**src/rtl/jtag_tap_pkg.sv**
```systemverilog
// Shared TAP definitions: IEEE 1149.1 state encoding, DR selection and fixed
// IR patterns used by the JTAG TAP responder.
package jtag_tap_pkg;

  localparam int unsigned IDCODE_WIDTH = 32;

  typedef enum logic [3:0] {
    EXIT2_DR         = 4'h0,
    EXIT1_DR         = 4'h1,
    SHIFT_DR         = 4'h2,
    PAUSE_DR         = 4'h3,
    SELECT_IR        = 4'h4,
    UPDATE_DR        = 4'h5,
    CAPTURE_DR       = 4'h6,
    SELECT_DR        = 4'h7,
    EXIT2_IR         = 4'h8,
    EXIT1_IR         = 4'h9,
    SHIFT_IR         = 4'hA,
    PAUSE_IR         = 4'hB,
    RUN_TEST_IDLE    = 4'hC,
    UPDATE_IR        = 4'hD,
    CAPTURE_IR       = 4'hE,
    TEST_LOGIC_RESET = 4'hF
  } tap_state_e;

  typedef enum logic [1:0] {
    SEL_BYPASS = 2'd0,
    SEL_IDCODE = 2'd1,
    SEL_USER   = 2'd2
  } dr_sel_e;

  // All-ones BYPASS code, sliced down to the IR width by the user.
  localparam logic [31:0] BYPASS_ALL_ONES = 32'hFFFF_FFFF;

  // Low bits loaded into the IR shift register at Capture-IR.
  localparam logic [1:0] IR_CAPTURE = 2'b01;

endpackage

```
**src/rtl/jtag_sync_edge.sv**
```systemverilog
// Brings the JTAG pins into the system clock domain and derives single-cycle
// TCK rise/fall strobes aligned with the synchronized TMS/TDI/TRSTn.
module jtag_sync_edge (
  input  logic clock,
  input  logic reset,
  input  logic tck_i,
  input  logic tms_i,
  input  logic tdi_i,
  input  logic trstn_i,
  output logic tck_rise_c,
  output logic tck_fall_c,
  output logic tms_o,
  output logic tdi_o,
  output logic trstn_o
);

  logic [2:0] tck_q;
  logic [1:0] tms_q;
  logic [1:0] tdi_q;
  logic [1:0] trstn_q;

  // TRSTn resets low so the TAP stays in reset until the pin is seen high.
  always_ff @(posedge clock or negedge reset) begin
    if (!reset) begin
      tck_q   <= '0;
      tms_q   <= '0;
      tdi_q   <= '0;
      trstn_q <= '0;
    end else begin
      tck_q   <= {tck_q[1:0], tck_i};
      tms_q   <= {tms_q[0], tms_i};
      tdi_q   <= {tdi_q[0], tdi_i};
      trstn_q <= {trstn_q[0], trstn_i};
    end
  end

  assign tck_rise_c = tck_q[1] & ~tck_q[2];
  assign tck_fall_c = ~tck_q[1] & tck_q[2];
  assign tms_o      = tms_q[1];
  assign tdi_o      = tdi_q[1];
  assign trstn_o    = trstn_q[1];

endmodule

```
**src/rtl/jtag_tap_responder.sv**
```systemverilog
// Device-side JTAG TAP: oversampled 16-state TAP FSM with IR, IDCODE, BYPASS
// and one user data register exposing capture/update strobes.
module jtag_tap_responder
  import jtag_tap_pkg::*;
#(
  parameter int unsigned          IR_WIDTH     = 5,
  parameter logic [31:0]          IDCODE_VALUE = 32'h1000_0001,
  parameter logic [IR_WIDTH-1:0]  IDCODE_INSTR = IR_WIDTH'(5'h01),
  parameter logic [IR_WIDTH-1:0]  USER_INSTR   = IR_WIDTH'(5'h11),
  parameter int unsigned          DR_WIDTH     = 41
) (
  input  logic                clock,
  input  logic                reset,
  input  logic                jtag_TCK,
  input  logic                jtag_TMS,
  input  logic                jtag_TDI,
  input  logic                jtag_TRSTn,
  output logic                jtag_TDO_data,
  output logic                jtag_TDO_driven,
  input  logic [DR_WIDTH-1:0] dr_capture_data,
  output logic                dr_capture,
  output logic                dr_update_valid,
  output logic [DR_WIDTH-1:0] dr_update_data,
  output logic [3:0]          tap_state
);

  localparam logic [IR_WIDTH-1:0] BYPASS_INSTR = BYPASS_ALL_ONES[IR_WIDTH-1:0];

  logic tck_rise, tck_fall, tms_s, tdi_s, trstn_s;

  jtag_sync_edge u_sync (
    .clock      (clock),
    .reset      (reset),
    .tck_i      (jtag_TCK),
    .tms_i      (jtag_TMS),
    .tdi_i      (jtag_TDI),
    .trstn_i    (jtag_TRSTn),
    .tck_rise_c (tck_rise),
    .tck_fall_c (tck_fall),
    .tms_o      (tms_s),
    .tdi_o      (tdi_s),
    .trstn_o    (trstn_s)
  );

  tap_state_e                state_q, state_d;
  logic [IR_WIDTH-1:0]       ir_q, ir_d;
  logic [IR_WIDTH-1:0]       ir_shift_q, ir_shift_d;
  logic [IDCODE_WIDTH-1:0]   idcode_q, idcode_d;
  logic [DR_WIDTH-1:0]       user_q, user_d;
  logic                      bypass_q, bypass_d;
  logic                      tdo_q, tdo_d;
  logic                      tdo_en_q, tdo_en_d;
  logic                      capture_q, capture_d;
  logic                      update_q, update_d;
  logic [DR_WIDTH-1:0]       upd_data_q, upd_data_d;

  dr_sel_e dr_sel;
  logic    dr_lsb;

  // Data register routing from the current instruction.
  always_comb begin
    dr_sel = SEL_BYPASS;
    if (ir_q == BYPASS_INSTR) begin
      dr_sel = SEL_BYPASS;
    end else if (ir_q == IDCODE_INSTR) begin
      dr_sel = SEL_IDCODE;
    end else if (ir_q == USER_INSTR) begin
      dr_sel = SEL_USER;
    end
    unique case (dr_sel)
      SEL_IDCODE: dr_lsb = idcode_q[0];
      SEL_USER:   dr_lsb = user_q[0];
      default:    dr_lsb = bypass_q;
    endcase
  end

  always_comb begin
    state_d    = state_q;
    ir_d       = ir_q;
    ir_shift_d = ir_shift_q;
    idcode_d   = idcode_q;
    user_d     = user_q;
    bypass_d   = bypass_q;
    tdo_d      = tdo_q;
    tdo_en_d   = tdo_en_q;
    capture_d  = 1'b0;
    update_d   = 1'b0;
    upd_data_d = upd_data_q;

    if (!trstn_s) begin
      state_d  = TEST_LOGIC_RESET;
      ir_d     = IDCODE_INSTR;
      tdo_en_d = 1'b0;
    end else if (tck_rise) begin
      unique case (state_q)
        TEST_LOGIC_RESET: state_d = tms_s ? TEST_LOGIC_RESET : RUN_TEST_IDLE;
        RUN_TEST_IDLE:    state_d = tms_s ? SELECT_DR : RUN_TEST_IDLE;
        SELECT_DR:        state_d = tms_s ? SELECT_IR : CAPTURE_DR;
        CAPTURE_DR:       state_d = tms_s ? EXIT1_DR  : SHIFT_DR;
        SHIFT_DR:         state_d = tms_s ? EXIT1_DR  : SHIFT_DR;
        EXIT1_DR:         state_d = tms_s ? UPDATE_DR : PAUSE_DR;
        PAUSE_DR:         state_d = tms_s ? EXIT2_DR  : PAUSE_DR;
        EXIT2_DR:         state_d = tms_s ? UPDATE_DR : SHIFT_DR;
        UPDATE_DR:        state_d = tms_s ? SELECT_DR : RUN_TEST_IDLE;
        SELECT_IR:        state_d = tms_s ? TEST_LOGIC_RESET : CAPTURE_IR;
        CAPTURE_IR:       state_d = tms_s ? EXIT1_IR  : SHIFT_IR;
        SHIFT_IR:         state_d = tms_s ? EXIT1_IR  : SHIFT_IR;
        EXIT1_IR:         state_d = tms_s ? UPDATE_IR : PAUSE_IR;
        PAUSE_IR:         state_d = tms_s ? EXIT2_IR  : PAUSE_IR;
        EXIT2_IR:         state_d = tms_s ? UPDATE_IR : SHIFT_IR;
        UPDATE_IR:        state_d = tms_s ? SELECT_DR : RUN_TEST_IDLE;
        default:          state_d = TEST_LOGIC_RESET;
      endcase

      // Register actions belong to the state being left on this rise.
      case (state_q)
        CAPTURE_IR: ir_shift_d = IR_WIDTH'(IR_CAPTURE);
        SHIFT_IR:   ir_shift_d = {tdi_s, ir_shift_q[IR_WIDTH-1:1]};
        UPDATE_IR:  ir_d = ir_shift_q;
        CAPTURE_DR: begin
          unique case (dr_sel)
            SEL_IDCODE: idcode_d = IDCODE_VALUE;
            SEL_USER: begin
              user_d    = dr_capture_data;
              capture_d = 1'b1;
            end
            default:    bypass_d = 1'b0;
          endcase
        end
        SHIFT_DR: begin
          unique case (dr_sel)
            SEL_IDCODE: idcode_d = {tdi_s, idcode_q[IDCODE_WIDTH-1:1]};
            SEL_USER:   user_d   = {tdi_s, user_q[DR_WIDTH-1:1]};
            default:    bypass_d = tdi_s;
          endcase
        end
        UPDATE_DR: begin
          if (dr_sel == SEL_USER) begin
            update_d   = 1'b1;
            upd_data_d = user_q;
          end
        end
        default: ;
      endcase

      if (state_d == TEST_LOGIC_RESET) begin
        ir_d = IDCODE_INSTR;
      end
    end else if (tck_fall) begin
      // Launch on the falling edge so TDO is stable at the next TCK rise.
      if (state_q == SHIFT_IR) begin
        tdo_en_d = 1'b1;
        tdo_d    = ir_shift_q[0];
      end else if (state_q == SHIFT_DR) begin
        tdo_en_d = 1'b1;
        tdo_d    = dr_lsb;
      end else begin
        tdo_en_d = 1'b0;
      end
    end
  end

  always_ff @(posedge clock or negedge reset) begin
    if (!reset) begin
      state_q    <= TEST_LOGIC_RESET;
      ir_q       <= IDCODE_INSTR;
      ir_shift_q <= '0;
      idcode_q   <= '0;
      user_q     <= '0;
      bypass_q   <= 1'b0;
      tdo_q      <= 1'b0;
      tdo_en_q   <= 1'b0;
      capture_q  <= 1'b0;
      update_q   <= 1'b0;
      upd_data_q <= '0;
    end else begin
      state_q    <= state_d;
      ir_q       <= ir_d;
      ir_shift_q <= ir_shift_d;
      idcode_q   <= idcode_d;
      user_q     <= user_d;
      bypass_q   <= bypass_d;
      tdo_q      <= tdo_d;
      tdo_en_q   <= tdo_en_d;
      capture_q  <= capture_d;
      update_q   <= update_d;
      upd_data_q <= upd_data_d;
    end
  end

  assign jtag_TDO_data   = tdo_q;
  assign jtag_TDO_driven = tdo_en_q;
  assign dr_capture      = capture_q;
  assign dr_update_valid = update_q;
  assign dr_update_data  = upd_data_q;
  assign tap_state       = state_q;

endmodule

```
**config.mk**
```make
export PLATFORM = sky130hd
export DESIGN_NAME = jtag_tap_responder
export DESIGN_NICKNAME = d
export VERILOG_FILES = /design/src/rtl/jtag_tap_pkg.sv /design/src/rtl/jtag_sync_edge.sv /design/src/rtl/jtag_tap_responder.sv
export SDC_FILE = /design/constraint.sdc
export NUM_CORES = 1
export LEC_CHECK = 0
export ABC_AREA = 1
export BUFFER_PORTS_ARGS = -buffer_cell sky130_fd_sc_hd__buf_2
export CAP_MARGIN = 20
export CORE_MARGIN = 5
export CORE_UTILIZATION = 45
export DETAILED_ROUTE_END_ITERATION = 10
export PLACE_DENSITY = 0.66
export SLEW_MARGIN = 25
export SYNTH_ARGS = -nofsm -noshare
export SYNTH_HDL_FRONTEND = slang
export SYNTH_SLANG_ARGS = --single-unit
```
**constraint.sdc**
```tcl
create_clock -name clock -period 4 [get_ports clock]
set_input_delay 0 -clock clock [delete_from_list [all_inputs] [get_ports clock]]
set_output_delay 0 -clock clock [all_outputs]
set_load 0.02 [all_outputs]
```
# After elaboration in Yosys (flattened, before gate mapping)
# Index checks and enable logic that the tools add are counted.
[op_classes] magnitude_cmp=0 add_sub_neg=0 n_div=0 eq_ne=31 reduce_logical=16 mul=0 bitwise=5 shifts=0 muxes=49
[op_table] cell="41-bit two-way mux" count=2
[op_table] cell="41-bit one-hot mux with 2 select lines" count=1
[op_table] cell="32-bit two-way mux" count=2
[op_table] cell="32-bit one-hot mux with 2 select lines" count=1
[op_table] cell="4-bit one-hot mux with 12 select lines" count=1
[op_table] cell="4-bit equality test, second input constant" count=9
[op_table] cell="4-bit two-way mux" count=5
[op_table] cell="5-bit two-way mux" count=4
[op_table] cell="2-bit two-way mux" count=9
[op_table] cell="1-bit two-way mux" count=17
[op_table] cell="4-bit by 3-bit equality test with 1-bit output, second input constant" count=4
[op_table] cell="2-bit != test, second input constant" count=8
[op_table] cell="5-bit AND reduction" count=3
[op_table] cell="3-bit two-way mux" count=4
[op_table] cell="5-bit equality test, second input constant" count=2
[op_table] cell="5-bit one-hot mux with 2 select lines" count=1
[op_table] cell="4-bit by 2-bit equality test with 1-bit output, second input constant" count=2
[op_table] cell="4-bit AND reduction" count=2
[op_table] cell="2-bit nonzero test" count=3
[op_table] cell="2-bit OR reduction" count=3
[op_table] cell="5-bit by 1-bit equality test with 1-bit output, second input constant" count=1
[op_table] cell="4-bit by 1-bit equality test with 1-bit output, second input constant" count=1
[op_table] cell="4-bit zero test" count=1
[op_table] cell="1-bit one-hot mux with 2 select lines" count=2
[op_table] cell="9 further kinds" count=13
[word_totals] latch_bits=0 ram_bits=0 elab_cells=116 mem_count=0 input_bits=47 out_inout_bits=49 regBits=142 rom_bits=0

# Depth between registers and ports, before layout
# Gate-level depths: netlist of run 1.
[logic_depth] ltp_word=9 depth_mapped=12 ltp_nobuf=11

# Modules after synthesis
# Synthesis of run 1 repeated with hierarchy kept, for this count alone.
[unflattened] cells_unflattened=684 area_unflattened_um2=5921.9
[modules_own_cells] mod="jtag_tap_responder" n_inst=1 area_per_inst_um2=5681.7 seq_area_each_um2=3334.4 cells_each=671
[modules_own_cells] mod="jtag_sync_edge" n_inst=1 area_per_inst_um2=240.2 seq_area_each_um2=225.2 cells_each=13

# Worst setup path before layout of run 1
# Ideal clock, no wire load.
[synth_timing] kind="register to register" start="reg state_q[3], in the netlist tap_state[3]" end="reg ir_q[1]" path_buffers=1 stages_incl_launch_ff=13 required_time_ps=3883 setup_slack_ps=2304 period_less_slack_ps=1696 t_arrival_ps=1579 setup_ps=117 cell_sequence="dfstp_2 clkbuf_2 nand2_1 nor2_2 inv_1 nand2_1 inv_1 nand3_1 nand3_2 nand2_1 nand2_1 nand2_1 nand2_1"
[synth_between] elab_chain_len=9 elab_cells_between_ends=28 cone_classes="eq/ne: 17; mux: 6; reduce/logical: 5"
[synth_rtl] element="from (decl)" line_no="jtag_tap_responder.sv:45" source="tap_state_e state_q, state_d;"
[synth_rtl] element="from (signal assigned)" line_no="jtag_tap_responder.sv:177" source="state_q <= state_d;"
[synth_rtl] element="4-bit by 3-bit equality test with 1-bit output, or another cell as far along" line_no="jtag_tap_responder.sv:95" source="unique case (state_q)"
[synth_rtl] element="3-bit OR reduction (no source line) / 2-bit OR reduction (equally long branches)"
[synth_rtl] element="4-bit one-hot mux with 12 select lines" line_no="jtag_tap_responder.sv:95"
[synth_rtl] element="4-bit two-way mux" line_no="jtag_tap_responder.sv:94" source="end else if (tck_rise) begin"
[synth_rtl] element="4-bit two-way mux" line_no="jtag_tap_responder.sv:90" source="if (!trstn_s) begin"
[synth_rtl] element="4-bit equality test" line_no="jtag_tap_responder.sv:146" source="if (state_d == TEST_LOGIC_RESET) begin"
[synth_rtl] element="5-bit two-way mux" line_no="jtag_tap_responder.sv:146"
[synth_rtl] element="5-bit two-way mux" line_no="jtag_tap_responder.sv:94"
[synth_rtl] element="5-bit two-way mux" line_no="jtag_tap_responder.sv:90"
[synth_rtl] element="to (signal assigned)" line_no="jtag_tap_responder.sv:178" source="ir_q <= ir_d;"
[synth_rtl] element="to (decl)" line_no="jtag_tap_responder.sv:46" source="logic [IR_WIDTH-1:0] ir_q, ir_d;"
# Parallel ways exist; a longest one is shown, timed or not. The select of a mux whose other input is x is not followed.
# A chain may end at the register's enable or synchronous reset.

# Worst setup path after layout of run 1
[layout_timing] start="reg state_q[1], in the netlist tap_state[1]" end="reg bypass_q"
[layout_between] elab_chain_len=3 elab_cells_between_ends=7 cone_classes="eq/ne: 4; mux: 1; reduce/logical: 2"
[layout_rtl] element="4-bit by 3-bit equality test with 1-bit output / 4-bit by 2-bit equality test with 1-bit output (equally long branches)" line_no="jtag_tap_responder.sv:116" source="case (state_q)"
[layout_rtl] element="2-bit != test (no source line) / 2-bit nonzero test (equally long branches)"
[layout_rtl] element="5-bit AND reduction (no source line)"
[layout_rtl] element="to (signal assigned)" line_no="jtag_tap_responder.sv:182" source="bypass_q <= bypass_d;"
[layout_rtl] element="to (decl)" line_no="jtag_tap_responder.sv:50" source="logic bypass_q, bypass_d;"
# Parallel ways exist; a longest one is shown, timed or not.

==> results by group, run 1 <==
Synth
  – Post-Syn Nets: 785
  – Synthesized area per cell: 8.35 um2
  – Syn. warnings: 0
  – Sequential area share after synthesis: 57.7%
  – Distinct cells, synth: 26
  – Yosys reg bits: 142
  – Post-Syn Area: 6170 um2
  – Synth Instances: 738

Final layout
  – Area grow syn2layout: 25.7%
  – # fillers: 1185
  – Layout cells sized above 1: 17.0%
  – Sequential cell area: 3560 um2
  – Diode count: 0
  – Leading cell type in the layout, fill and taps excluded: nand2_1
  – Multi-input combinational cell area: 1960 um2
  – Design area: 7750 um2
  – Final net count: 913
  – Most frequent cells in the layout: nand2_1 (182), dfrtp_1 (137), inv_1 (113), o21ai_0 (101), buf_2 (94)

Clock tree
  – # clock sinks: 142
  – Setup bufs post-CTS: 0
  – Clock buffer count from CTS: 17
  – CTS resizes: 0
  – H-tree depth: 4
  – CTS tree: built
  – Clk slew on worst S/H paths: 50 ps
  – Hold Buf Count CTS: 46
  – Root Driver: clkbuf_16
  – Clock Path Buffers: 2
  – Worst skew pair latency: 410 ps

Timing
  – Normalized max-slew margin: 40.5%
  – Final setup violation count: 0
  – Setup TNS: 0 ps
  – RSZ-0062 raised after global routing: false
  – Final slew viol count: 0
  – Clock Skew: 4.19 ps
  – Setup slack after layout: 1750 ps
  – Fmax: 445 MHz
  – Worst hold slack: 235 ps
  – Worst-Margin Slew: 893 ps
  – Crit share post-route: 56.1%
  – Crit path time final: 2250 ps
  – Final hold violation count: 0

GRT
  – GRT Residual Overflow: 0
  – Global-route wire length before repair: 22600 um
  – Vias in the first global route: 4804
  – Initial antenna violation count: 0
  – All-Layer GR Usage: 17.2%
  – Pin count of the biggest net entering global routing: 114

Routing
  – DRT iter0 DRCs: 375
  – Detail Route Antenna Nets: 0
  – DR DRC count: 0
  – Routed wire length: 13100 um
  – Vias per std cell: 4.78
  – Drt wl/cell: 12.4 um
  – DRT Pass-1 Iters: 6
  – Via count: 5036

Worst hold path
  – Tightest Hold Check Type: in2reg

Floorplan
  – Starting Density: 46.2%
  – Ports: 96
  – Die width: 127 um
  – Die area: 16100 um2
  – Die H: 127 um
  – Core area: 13300 um2
  – Rows: 42

Pwr
  – Leakage: 4.21 nW
  – Peak VDD IR: 227 uV
  – PD cells: 410 nW/um2
  – Final Power: 3.18 mW

Worst setup path
  – CP Buf/Inv Count: 2
  – CP max FO: 41
  – Slowest stage cell on the critical path: dfstp_2
  – Worst setup SP type: flip-flop
  – Crit-path cells: inv_2 > nor2_2 > nand2_2 > inv_2 > nand2_1 > a31oi_1
  – CP endpoint kind: flip-flop
  – Worst path arrival time: 2580 ps
  – CP max stage delay: 580 ps
  – Most used cell, CP: inv_2
  – CP delay by family, top: simple AND/OR/NAND/NOR gates
  – Critical path class: reg2reg
  – Req. time, crit path: 4330 ps

Placement
  – DP HPWL: 8360 um
  – Pre-CTS WS: 1750 ps
  – IO buf count: 95
  – Final weighted congestion in routability-driven placement: 0.871
  – Post-Place Cell Area: 6710 um2

Run
  – Max-cap viol count: 0

Status
  – Status: complete, no violations
==> report_power, final <==
group          internal (mW)  leakage [nW]  switching [mW]
clock                  0.964         0.288           0.551
sequential              1.46          1.94          0.0141
combinational         0.0808          1.98           0.110
==> logic make-up after synthesis <==
group | count (synthesis) | synth area share, %
DFF | 142 | 57.7
AOI/OAI and AO/OA | 172 | 14.2
and+or+nand+nor | 268 | 17.6
buffers and inverters | 156 | 10.5
==> final cells by class <==
class	count	area share (%)
clock buffers	26	6.83
clock inverters	5	0.678
inverters	119	5.76
multi-input cells	440	25.3
flip-flops and latches	142	45.9
well taps	176	2.84
repair buffers	146	12.7
==> worst register-to-register path: stages, from the launching register on <==
cell     delay, ps
dfstp_2        580
inv_2           60
nor2_2         150
nand2_2        410
inv_2          570
nand2_1        190
a31oi_1        210
==> Yosys cell counts (all sizes together) <==
library cell,number,area (um2)
buf,21,138
dfstp,5,131
a32oi,1,8.76
nor2,60,243
inv,119,447
clkbuf,16,61.3
a21oi,46,230
nor3,2,10.0
o22ai,3,18.8
a22oi,1,7.51
nand3,15,90.1
nand2,183,689
a31oi,2,12.5
nand4,8,50.1
o21ai,117,586
o21bai,2,15.0
dfrtp,137,3430
==> layer usage <==
layer | track usage, % | vias to the layer above | share of wire, %
met1 | 22.5 | 2342 | 45
met3 | 5.18 | 23 | 5.4
li1 | - | 2550 | -
met4 | 6.56 | 0 | 1.8
met2 | 27.2 | 121 | 48
met5 | 0 | - | 0
==> path summary, 6_finish.rpt <==
| kind | start | end | slack, ps | cells past startpoint |
|---|---|---|---|---|
| min | jtag_TRSTn | u_sync.trstn_q[0] | 230 | 2 |
| min in group asynchronous | reset | ir_q[2] | 260 | 2 |
| min reg2reg | u_sync.tck_q[0] | u_sync.tck_q[1] | 350 | 0 |
| max | tap_state[1] | bypass_q | 1750 | 6 |
| max in group asynchronous | reset | tap_state[3] | 2780 | 3 |
| max reg2reg | tap_state[1] | bypass_q | 1750 | 6 |
==> stage by stage <==
stage | utilization (%) | instances
final | 58.1 | 1054
after global routing | 58.1 | 1054
after CTS | 58.1 | 1054
after detailed placement | 50.2 | 977
after global placement | 50.2 | 977
after floorplan | - | 738
==> sequential cells by signal, indices dropped and copies added (netlist names) <==
name / count
idcode_q: 32
dr_capture: 1
dr_update_data: 41
jtag_TDO_driven: 1
user_q: 41
u_sync.trstn_q: 2
ir_shift_q: 5
dr_update_valid: 1
bypass_q: 1
u_sync.tdi_q: 2
u_sync.tms_q: 2
tap_state: 4
jtag_TDO_data: 1
u_sync.tck_q: 3
ir_q: 5
Power figures use the tool's default switching activity.
==> run 2, diff against run 1 <==
--- a/config.mk
+++ b/config.mk
@@ -11,7 +11,7 @@
 export CORE_MARGIN = 5
 export CORE_UTILIZATION = 45
 export DETAILED_ROUTE_END_ITERATION = 10
-export PLACE_DENSITY = 0.66
+export PLACE_DENSITY = 0.68
 export SLEW_MARGIN = 25
 export SYNTH_ARGS = -nofsm -noshare
 export SYNTH_HDL_FRONTEND = slang
==> constraint.sdc (replaced) <==
create_clock -name clock -period 2 [get_ports clock]
set_input_delay 0 -clock clock [delete_from_list [all_inputs] [get_ports clock]]
set_output_delay 0 -clock clock [all_outputs]
set_load 0.02 [all_outputs]
==> results by group, run 2 (synthesis gave the netlist of run 1 again) <==
Final layout
  – Diode count: 0 (unchanged)
  – Most frequent cells in the layout: nand2_1 (182), dfrtp_1 (137), inv_1 (113), o21ai_0 (101), buf_2 (94) (unchanged)
  – # fillers: 1133 (was 1185)
  – Final net count: 925 (was 913)
  – Area grow syn2layout: 29.4% (was 25.7%)
  – Multi-input combinational cell area: 1960 um2 (unchanged)
  – Leading cell type in the layout, fill and taps excluded: nand2_1 (unchanged)
  – Design area: 7980 um2 (was 7750 um2)
  – Sequential cell area: 3560 um2 (unchanged)
  – Layout cells sized above 1: 18.2% (was 17.0%)

Routing
  – Routed wire length: 13600 um (was 13100 um)
  – DRT iter0 DRCs: 339 (was 375)
  – Drt wl/cell: 12.8 um (was 12.4 um)
  – Via count: 5103 (was 5036)
  – DRT Pass-1 Iters: 5 (was 6)
  – DR DRC count: 0 (unchanged)
  – Detail Route Antenna Nets: 0 (unchanged)
  – Vias per std cell: 4.78 (about the same)

Timing
  – Fmax: 569 MHz (was 445 MHz)
  – Setup TNS: 0 ps (unchanged)
  – Clock Skew: 8.10 ps (was 4.19 ps)
  – Final slew viol count: 0 (unchanged)
  – Crit path time final: 1760 ps (was 2250 ps)
  – Worst hold slack: 106 ps (was 235 ps)
  – RSZ-0062 raised after global routing: false (unchanged)
  – Final hold violation count: 0 (unchanged)
  – Crit share post-route: 87.8% (was 56.1%)
  – Setup slack after layout: 243 ps (was 1750 ps)
  – Worst-Margin Slew: 461 ps (was 893 ps)
  – Final setup violation count: 0 (unchanged)
  – Normalized max-slew margin: 69.2% (was 40.5%)

Worst setup path
  – Worst setup SP type: flip-flop (unchanged)
  – R2R setup slack: 240 ps (was 1750 ps)
  – FF-to-FF Start: ir_q[0] (was tap_state[1])
  – Crit-path cells: nand3_2 > nor2_2 > nand3_2 > nor2_4 > buf_12 > nor2_1 > a21oi_1 > inv_1 (was inv_2 > nor2_2 > nand2_2 > inv_2 > nand2_1 > a31oi_1)
  – CP max FO: 50 (was 41)
  – CP endpoint kind: flip-flop (unchanged)
  – Req. time, crit path: 2300 ps (was 4330 ps)
  – Worst path arrival time: 2060 ps (was 2580 ps)
  – Slowest stage cell on the critical path: dfstp_2 (unchanged)
  – CP max stage delay: 540 ps (was 580 ps)
  – Worst setup startpoint: ir_q[0] (was tap_state[1])
  – Cells on worst reg2reg path: 8 (was 6)
  – Most used cell, CP: nand3_2 (was inv_2)
  – CP endpoint: user_q[34] (was bypass_q)
  – Critical R2R Capture: user_q[34] (was bypass_q)
  – Critical path class: reg2reg (unchanged)

Clock tree
  – Clock buffer count from CTS: 17 (unchanged)
  – Clock Path Buffers: 2 (unchanged)
  – Clk slew on worst S/H paths: 60 ps (was 50 ps)
  – CTS tree: built (unchanged)
  – H-tree depth: 4 (unchanged)
  – Worst skew pair latency: 410 ps (about the same)
  – # clock sinks: 142 (unchanged)
  – Root Driver: clkbuf_16 (unchanged)

GRT
  – Pin count of the biggest net entering global routing: 76 (was 114)
  – Vias in the first global route: 4974 (was 4804)
  – Global-route wire length before repair: 23400 um (was 22600 um)
  – All-Layer GR Usage: 18.0% (was 17.2%)
  – Initial antenna violation count: 0 (unchanged)
  – GRT Residual Overflow: 0 (unchanged)

Run
  – Max-cap viol count: 0 (unchanged)

Floorplan
  – Core area: 13300 um2 (unchanged)
  – Ports: 96 (unchanged)
  – Starting Density: 46.2% (unchanged)
  – Die H: 127 um (unchanged)
  – Die width: 127 um (unchanged)
  – Die area: 16100 um2 (unchanged)
  – Rows: 42 (unchanged)

Pwr
  – PD cells: 843 nW/um2 (was 410 nW/um2)
  – Peak VDD IR: 543 uV (was 227 uV)
  – Final Power: 6.73 mW (was 3.18 mW)
  – Leakage: 4.32 nW (was 4.21 nW)

Placement
  – Pre-CTS WS: 197 ps (was 1750 ps)
  – DP HPWL: 8860 um (was 8360 um)
  – IO buf count: 95 (unchanged)
  – Final weighted congestion in routability-driven placement: 0.815 (was 0.871)
  – Post-Place Cell Area: 6870 um2 (was 6710 um2)

Worst hold path
  – Tightest Hold Check Type: in2async (was in2reg)

Status
  – Status: complete, no violations (unchanged)
## run 2: per-stage QoR
| step | std cells | utilization [%] |
|---|---|---|
| after floorplan | 738 | - |
| after global routing | 1067 | 59.8 |
| after global placement | 989 | 51.5 |
| after detailed placement | 989 | 51.5 |
| final | 1067 | 59.8 |
| after CTS | 1067 | 59.8 |
## run 2: worst max-delay path: cells and delay by family (launching register included)
| family | cells | cell delay (ps) |
|---|---|---|
| buffers and inverters | 2 | 290 |
| AOI/OAI and AO/OA | 1 | 140 |
| DFF | 1 | 540 |
| and+or+nand+nor | 5 | 670 |
## run 2: worst min path at each step
stage                      from                 to  cells after the start
after floorplan           reset           bypass_q                      0
after global placement    reset      jtag_TDO_data                      1
after detailed placement  reset      jtag_TDO_data                      1
after CTS                 reset      jtag_TDO_data                      2
after global routing      reset      ir_shift_q[0]                      2
final                     reset  u_sync.trstn_q[1]                      2
## run 2: layer usage
layer  routed length [um]  global-route usage (%)  up-vias
li1                     -                       -     2584
met2                 6610                    28.8      104
met5                    0                       0        -
met3                  581                    4.92       17
met4                  180                    6.06        0
met1                 6270                    23.7     2398
## run 2: layout make-up
type	instances	area share, %
inverters	119	5.60
well taps	176	2.76
clock buffers	23	6.11
repair buffers	158	14.4
flip-flops and latches	142	44.6
multi-input cells	440	24.6
clock inverters	9	1.96
## run 2: repair_timing
action | in CTS | in global routing
setup buffers | 0 | 0
setup endpoints to repair | 0 | 2
hold buffers | 46 | 0
hold endpoints to repair | 161 | 0
resized for setup | 0 | 1
## run 2: report_power, final
part	switching (mW)	total (mW)	internal (mW)
logic	0.223	0.394	0.172
registers	0.0249	2.94	2.91
clock network	1.17	3.39	2.22
